<file path="src/rtl/seg7_scan_sched_pkg.sv">
// Shared constants and BCD-to-segment encoding for the 4-digit display scanner.
// Segment codes are active-low {g,f,e,d,c,b,a}.
package seg7_pkg;

  localparam logic [6:0] SEG_0    = 7'b1000000;
  localparam logic [6:0] SEG_1    = 7'b1111001;
  localparam logic [6:0] SEG_2    = 7'b0100100;
  localparam logic [6:0] SEG_3    = 7'b0110000;
  localparam logic [6:0] SEG_4    = 7'b0011001;
  localparam logic [6:0] SEG_5    = 7'b0010010;
  localparam logic [6:0] SEG_6    = 7'b0000010;
  localparam logic [6:0] SEG_7    = 7'b1111000;
  localparam logic [6:0] SEG_8    = 7'b0000000;
  localparam logic [6:0] SEG_9    = 7'b0010000;
  localparam logic [6:0] SEG_DASH = 7'b0111111;
  localparam logic [6:0] SEG_OFF  = 7'b1111111;
  localparam logic [3:0] AN_OFF   = 4'b1111;

  typedef enum logic {ST_BLANK = 1'b0, ST_DRIVE = 1'b1} scan_state_e;

  // Non-decimal nibbles render as a dash so bad data is visible, not misleading.
  function automatic logic [6:0] encode_bcd(input logic [3:0] nibble);
    logic [6:0] code;
    case (nibble)
      4'd0:    code = SEG_0;
      4'd1:    code = SEG_1;
      4'd2:    code = SEG_2;
      4'd3:    code = SEG_3;
      4'd4:    code = SEG_4;
      4'd5:    code = SEG_5;
      4'd6:    code = SEG_6;
      4'd7:    code = SEG_7;
      4'd8:    code = SEG_8;
      4'd9:    code = SEG_9;
      default: code = SEG_DASH;
    endcase
    return code;
  endfunction

endpackage

</file>
<file path="src/rtl/seg7_scan_sched_if.sv">
// Upstream valid/ready load channel carrying a new 4-digit value and its decimal points.
interface seg7_scan_sched_if;
  logic        load;
  logic        load_ready;
  logic [15:0] digits_in;
  logic [3:0]  dp_in;

  modport master (output load, output digits_in, output dp_in, input load_ready);
  modport slave  (input load, input digits_in, input dp_in, output load_ready);
endinterface

</file>
<file path="src/rtl/seg7_scan_sched_bcd_decoder.sv">
// Combinational BCD digit to active-low segment pattern decoder.
module seg7_bcd_decoder
  import seg7_pkg::*;
(
  input  logic [3:0] bcd,
  output logic [6:0] seg
);
  assign seg = encode_bcd(bcd);
endmodule

</file>
<file path="src/rtl/seg7_scan_sched.sv">
// Round-robin scan scheduler for a shared-bus 4-digit 7-segment display with
// per-slot blanking, leading-zero suppression and frame-aligned value commit.
module seg7_scan_sched
  import seg7_pkg::*;
#(
  parameter int TICK_DIV  = 100000,
  parameter int BLANK_CYC = 1000,
  parameter int CNT_W     = 17
) (
  input  logic                clk,
  input  logic                rst,
  seg7_scan_sched_if.slave    up,
  input  logic [3:0]          en_mask,
  input  logic                lz_suppress,
  output logic [6:0]          seg,
  output logic                dp,
  output logic [3:0]          an_out,
  output logic                frame_start
);

  localparam logic [CNT_W-1:0] CNT_LAST  = CNT_W'(TICK_DIV - 1);
  localparam logic [CNT_W-1:0] BLANK_END = CNT_W'(BLANK_CYC);
  localparam logic [CNT_W-1:0] CNT_ONE   = CNT_W'(1);
  localparam logic [CNT_W-1:0] CNT_ZERO  = CNT_W'(0);

  logic [CNT_W-1:0] cnt_q, cnt_d;
  logic [1:0]       idx_q, idx_d;
  scan_state_e      state_q, state_d;
  logic [15:0]      active_digits_q, active_digits_d;
  logic [3:0]       active_dp_q, active_dp_d;
  logic [15:0]      pend_digits_q, pend_digits_d;
  logic [3:0]       pend_dp_q, pend_dp_d;
  logic             pend_valid_q, pend_valid_d;
  logic [6:0]       seg_q, seg_d;
  logic             dp_q, dp_d;
  logic [3:0]       an_q, an_d;
  logic             frame_start_q, frame_start_d;

  logic             wrap_s;
  logic [3:0]       cur_digit_s;
  logic [6:0]       dec_seg_s;
  logic [3:0]       zero_s;
  logic [3:0]       supp_s;
  logic [3:0]       an_sel_s;

  assign up.load_ready = ~pend_valid_q;
  assign cur_digit_s   = active_digits_q[{idx_q, 2'b00} +: 4];
  assign an_sel_s      = ~(4'b0001 << idx_q);

  seg7_bcd_decoder u_dec (
    .bcd (cur_digit_s),
    .seg (dec_seg_s)
  );

  // Slot timing, commit/capture of display buffers and next-state FSM.
  always_comb begin
    cnt_d           = cnt_q;
    idx_d           = idx_q;
    active_digits_d = active_digits_q;
    active_dp_d     = active_dp_q;
    pend_digits_d   = pend_digits_q;
    pend_dp_d       = pend_dp_q;
    pend_valid_d    = pend_valid_q;
    wrap_s          = (cnt_q == CNT_LAST);

    if (wrap_s) begin
      cnt_d = CNT_ZERO;
      idx_d = idx_q + 2'd1;
    end else begin
      cnt_d = cnt_q + CNT_ONE;
    end

    // Commit only on the 3->0 boundary so a frame never mixes two values.
    if (wrap_s && (idx_q == 2'd3) && pend_valid_q) begin
      active_digits_d = pend_digits_q;
      active_dp_d     = pend_dp_q;
      pend_valid_d    = 1'b0;
    end else if (up.load && !pend_valid_q) begin
      pend_digits_d = up.digits_in;
      pend_dp_d     = up.dp_in;
      pend_valid_d  = 1'b1;
    end else begin
      pend_valid_d  = pend_valid_q;
    end

    state_d       = (cnt_d < BLANK_END) ? ST_BLANK : ST_DRIVE;
    frame_start_d = (cnt_q == CNT_ZERO) && (idx_q == 2'd0);
  end

  // Leading-zero mask: a digit is suppressed only if it and every digit left of it is zero.
  always_comb begin
    zero_s = 4'b0000;
    for (int i = 0; i < 4; i++) begin
      zero_s[i] = (active_digits_q[i*4 +: 4] == 4'd0);
    end
    if (lz_suppress) begin
      supp_s = {zero_s[3], zero_s[3] & zero_s[2], zero_s[3] & zero_s[2] & zero_s[1], 1'b0};
    end else begin
      supp_s = 4'b0000;
    end
  end

  // Output pattern for the current slot; suppressed digits still light a set dp.
  always_comb begin
    seg_d = SEG_OFF;
    dp_d  = 1'b1;
    an_d  = AN_OFF;
    if ((state_q == ST_DRIVE) && en_mask[idx_q]) begin
      if (supp_s[idx_q]) begin
        if (active_dp_q[idx_q]) begin
          an_d = an_sel_s;
          dp_d = 1'b0;
        end else begin
          an_d = AN_OFF;
        end
      end else begin
        an_d  = an_sel_s;
        seg_d = dec_seg_s;
        dp_d  = ~active_dp_q[idx_q];
      end
    end else begin
      an_d = AN_OFF;
    end
  end

  // State and output registers with synchronous active-low reset.
  always_ff @(posedge clk) begin
    if (!rst) begin
      cnt_q           <= CNT_ZERO;
      idx_q           <= 2'd0;
      state_q         <= ST_BLANK;
      active_digits_q <= 16'h0000;
      active_dp_q     <= 4'b0000;
      pend_digits_q   <= 16'h0000;
      pend_dp_q       <= 4'b0000;
      pend_valid_q    <= 1'b0;
      seg_q           <= SEG_OFF;
      dp_q            <= 1'b1;
      an_q            <= AN_OFF;
      frame_start_q   <= 1'b0;
    end else begin
      cnt_q           <= cnt_d;
      idx_q           <= idx_d;
      state_q         <= state_d;
      active_digits_q <= active_digits_d;
      active_dp_q     <= active_dp_d;
      pend_digits_q   <= pend_digits_d;
      pend_dp_q       <= pend_dp_d;
      pend_valid_q    <= pend_valid_d;
      seg_q           <= seg_d;
      dp_q            <= dp_d;
      an_q            <= an_d;
      frame_start_q   <= frame_start_d;
    end
  end

  assign seg         = seg_q;
  assign dp          = dp_q;
  assign an_out      = an_q;
  assign frame_start = frame_start_q;

endmodule

</file>
<file path="src/flat_wrapper.sv">
// flat-port wrapper written by rule: the top's interface ports become plain ports
module seg7_scan_sched_flat import seg7_pkg::*;
#(
  parameter int TICK_DIV  = 100000,
  parameter int BLANK_CYC = 1000,
  parameter int CNT_W     = 17
)
  (clk, rst, en_mask, lz_suppress, seg, dp, an_out, frame_start, up_load, up_digits_in, up_dp_in, up_load_ready);
  seg7_scan_sched_if up_i ();
  input  logic clk;
  input  logic rst;
  input  logic [3:0] en_mask;
  input  logic lz_suppress;
  output logic [6:0] seg;
  output logic dp;
  output logic [3:0] an_out;
  output logic frame_start;
  input wire logic [$bits(up_i.load)-1:0] up_load;
  input wire logic [$bits(up_i.digits_in)-1:0] up_digits_in;
  input wire logic [$bits(up_i.dp_in)-1:0] up_dp_in;
  output wire logic [$bits(up_i.load_ready)-1:0] up_load_ready;
  assign up_i.load = up_load;
  assign up_i.digits_in = up_digits_in;
  assign up_i.dp_in = up_dp_in;
  assign up_load_ready = up_i.load_ready;
  seg7_scan_sched #(.TICK_DIV(TICK_DIV), .BLANK_CYC(BLANK_CYC), .CNT_W(CNT_W)) u_core (.clk(clk), .rst(rst), .up(up_i), .en_mask(en_mask), .lz_suppress(lz_suppress), .seg(seg), .dp(dp), .an_out(an_out), .frame_start(frame_start));
endmodule
</file>
<file path="config.mk">
export PLATFORM = sky130hd
export DESIGN_NAME = seg7_scan_sched_flat
export DESIGN_NICKNAME = d
export VERILOG_FILES = /design/src/rtl/seg7_scan_sched_pkg.sv /design/src/rtl/seg7_scan_sched_if.sv /design/src/rtl/seg7_scan_sched_bcd_decoder.sv /design/src/rtl/seg7_scan_sched.sv /design/src/flat_wrapper.sv
export SDC_FILE = /design/constraint.sdc
export NUM_CORES = 1
export LEC_CHECK = 0
export BUFFER_PORTS_ARGS = -buffer_cell sky130_fd_sc_hd__buf_2
export CAP_MARGIN = 40
export CORE_AREA = 4 4 72 141
export CTS_CLUSTER_SIZE = 24
export DETAILED_ROUTE_END_ITERATION = 12
export DIE_AREA = 0 0 76 145
export PLACE_DENSITY = 0.63
export SETUP_SLACK_MARGIN = 0.3
export SLEW_MARGIN = 40
export SYNTH_ARGS = -nofsm -noshare
export SYNTH_HDL_FRONTEND = slang
export SYNTH_SLANG_ARGS = --single-unit
</file>
<file path="constraint.sdc">
create_clock -name clk -period 2.6 [get_ports clk]
set_input_delay 0.78 -clock clk [delete_from_list [all_inputs] [get_ports clk]]
set_output_delay 0.78 -clock clk [all_outputs]
set_load 0.01 [all_outputs]
</file>
==> results <==
- Of the available clock period, the critical path in the final layout requires 0.808.
- The die span in x is roughly 76 um.
- The total number of H-tree levels is 3.
- In this run the tightest slew margin relative to its limit is 0.513.
- The global routing met3 resource utilization is 0.0397.
- Across the VDD grid, the largest voltage drop is ~0.0003 V.
- The floorplan step defined a die boundary enclosing 11000 sq um.
- The achievable clock frequency is 0.476 GHz.
- The number of buffers and inverters on the critical path is 0.
- After clock tree synthesis, the setup repair step added 0 buffers.
- The post-synthesis register bit count is 74.
- The worst hold path belongs to the class register to register.
- For this run, asynchronously set or reset flops after synthesis account for 0.
- The worst setup path is launched from a register.
- After detailed routing, the total wire length is 8.34 mm.
- Dividing the synthesized area by the synthesized cell count gives about 9.0 sq um.
- The setup total negative slack is 0 ns.
- The met1 usage in global routing is 0.146.
- The clock net sink count is 74.
- Pin placement for this block handled 42 I/O pins.
- The power density over cell area is 620 nW/um^2.
- The number of global-route vias before repair is 2778.
- After the flow finishes, the layout carries non-filler instances totaling around 540.
- The clock latency of the later-clocked register in the worst-skew pair is 0.34 ns.
- The core region is ~9000 sq um.
- The cell with the biggest individual delay on the critical path is dfxtp_1.
- The starting DRC count in detailed routing is roughly 180.
- The number of detailed-routing iterations run before antenna repair is 4.
- Walking the worst path, the cells encountered are mux4_2, and3_1, o31ai_1, nand2b_1, o21bai_1.
- The tool flagged a number of max-cap violations equal to 0.
- The post-cts repair resize count is 0.
- The sequential element share of the synthesized area is 0.417.
- The global-route wire length before repair is 13.4 mm.
- Setup repair after global routing left no endpoint under its margin.
- The area overhead of the layout relative to synthesis is 15.2%.
- After global routing, the most crowded layer is met2.
- The number of buffers added by the clock tree synthesis step is 9.
- The transition at the pin with the smallest max-transition slack is 0.728 ns.
- The die extent in y is 145 um.
- The number of antenna violations at the first check in global routing is 0.
- Among all flip-flop cells after synthesis, the most frequent one is dfxtp_1.
- In the final layout, the share of cells above drive strength 1 is 0.267.
- The via count normalized by instance count is ~5.3.
- The routed wire length per instance is 15.6 um.
- The worst setup path is captured at a register.
- The quantity of I/O buffers inserted on ports is 41.
- In the routed design, unresolved DRC markers number 0.
- The global placer's final weighted congestion is 0.900.
- For this run, global-route usage on met2 was measured as 0.287.
- The clock root buffer is clkbuf_16.
- At the worst endpoint, the arrival time is 2.37 ns.
- The synthesized area is 3550 sq um.
- The cell leakage power is 1.50 nW.
- The worst path in the final design needs a cycle of 2.10 ns, including I/O delays and setup.
- The clock tree from TritonCTS is done.
- The largest net degree at the start of global routing is 30.
- At the end of the flow, the number of nets in the layout was roughly 470.
- After clock tree synthesis, the clock-pin slew on the worst setup and hold paths is 0.06 ns.
- The tightest hold margin is 0.454 ns.
- The floorplan has between 40 and 50 rows.
- Summed over all layers, the global routing overflow is 0.
- Setup violations remaining at the end of the flow were counted as 0.
- In the global route stage, overall resource usage came out at 0.154.
- The sum of net half-perimeters after detailed placement is 6.37 mm.
- On the worst path, the slowest cell contributes a delay of 0.70 ns.
- The total inserted antenna cells is 0.
- The detail route stage leaves a number of antenna-violating nets equal to 0.
- The final hold violation count is 0.
- The type of the setup path with the least slack is register to register.
- The count of pins over their slew limit is 0.
- In this run, post-CTS hold repair placed 0 buffers.
- Counting tap cells, the placed design contains a total of 520 instances.
- STA puts the critical path data required time at 2.87 ns.
- The largest fanout on the critical path is 11.
- The initial utilization of the core area, before any placement, comes to 0.394.
- Detailed routing inserted a total of 2835 vias.
- The number of instances in the synthesized netlist is 397.
- Yosys printed 0 warnings.
- The maximum clock insertion buffer count is 2.
- The flow ran to the end, and the final reports show no timing, DRC or antenna violations.
- The final clock skew is 0.00524 ns.
- The count of cell types in the netlist is 49.
- The number of nets handed over by synthesis was 437.
- The number of enable-type register cells in the synthesized netlist is 0.
- On the critical path the largest part of the delay comes from flip-flops.
metal layers:
layer / vias to the layer above / routed length (um)
met3: 24 / 321
met1: 1339 / 2980
li1: 1420 / -
met2: 52 / 4710
met5: - / 0
met4: 0 / 325
cells in the final DEF, fill, tap and decap left out, types with 7 or more instances in the layout:
master | synthesis | layout
buf_2 | 6 | 41
xnor2_1 | 7 | 7
nand3_1 | 8 | 8
nor2_1 | 22 | 22
nor4_1 | 7 | 7
nand2_1 | 82 | 82
nand2_2 | 19 | 19
a21oi_2 | 19 | 19
clkbuf_16 | 0 | 9
inv_1 | 12 | 11
ha_1 | 12 | 12
a21oi_1 | 26 | 26
xor2_1 | 8 | 8
dfxtp_1 | 74 | 74
sequential cells by signal (all words and copies together) (netlist names):
register,flops
u_core.cnt_q,17
u_core.active_digits_q,16
u_core.pend_digits_q,16
u_core.seg,7
u_core.active_dp_q,4
u_core.an_out,4
u_core.pend_dp_q,4
u_core.idx_q,2
u_core.dp,1
u_core.frame_start,1
u_core.pend_valid_q,1
u_core.state_q,1
final cells by class:
type	instances	area, sq um
clock buffer	12	256
inverter	12	45.0
tap	102	128
multi-input combinational	285	1890
clock inverter	4	50.0
sequential	74	1480
timing repair buffer	47	250
fill	882	4920
worst reg2reg max path, cell delays in order (launching register included):
cell	delay (ns)
dfxtp_1	0.70
mux4_2	0.58
and3_1	0.24
o31ai_1	0.11
nand2b_1	0.26
o21bai_1	0.14
metrics by stage:
stage          power (W)  setup slack [ns]  cell area [sq um]   util
2_1_floorplan    0.00126             0.686               3550      -
3_3_place_gp     0.00131             0.481               3790  0.421
3_5_place_dp     0.00131             0.435               3790  0.421
4_1_cts          0.00256             0.484               4100  0.455
5_1_grt          0.00264             0.327               4100  0.455
6_report         0.00254             0.500               4100  0.455
cells in the mapped netlist (all sizes together), types with 2 or more instances:
master / count / area, sq um
nor2: 23 / 93.8
nand3: 12 / 103
o22ai: 2 / 12.5
nand2b: 5 / 31.3
a311oi: 2 / 17.5
o21bai: 4 / 30.0
o21ai: 5 / 25.0
and2: 3 / 18.8
mux2i: 6 / 60.1
and4: 3 / 28.8
nor3: 4 / 31.3
ha: 12 / 150
nand4b: 2 / 17.5
mux4: 6 / 135
a21o: 2 / 15.0
a32oi: 2 / 17.5
nor4: 8 / 65.1
buf: 11 / 86.3
xnor2: 7 / 61.3
and3: 5 / 31.3
or4: 4 / 33.8
dfxtp: 74 / 1480
inv: 12 / 45.0
xor2: 8 / 70.1
a21oi: 45 / 297
clkbuf: 15 / 56.3
nand4: 4 / 25.0
nand2: 101 / 427
path summary, 6_finish.rpt:
check                               to  slack (ns)  depth (start not counted)                    start
min reg2reg  u_core.active_digits_q[0]        0.45                          2  u_core.pend_digits_q[0]
max                      u_core.seg[3]        0.50                          5          u_core.idx_q[0]
min          u_core.active_digits_q[0]        0.45                          2  u_core.pend_digits_q[0]
max reg2reg              u_core.seg[3]        0.50                          5          u_core.idx_q[0]
where the power goes:
group | total, W | internal, W | leakage, nW | switching [W]
Combinational | 0.000104 | 0.0000421 | 0.758 | 0.0000615
Clock | 0.00126 | 0.000793 | 0.145 | 0.000463
Sequential | 0.00118 | 0.00116 | 0.601 | 0.0000195
logic make-up (layout without fill, tap and decap cells):
family / Yosys count / in the layout / synth area share
compound gates: 69 / 69 / 0.133
xor+xnor: 15 / 15 / 0.0370
fa+ha+maj: 12 / 12 / 0.0422
buf+inv: 38 / 75 / 0.0528
flops: 74 / 74 / 0.417
mux: 12 / 12 / 0.0549
simple gates: 177 / 177 / 0.263
No activity file was read; power rests on OpenSTA's default activity.
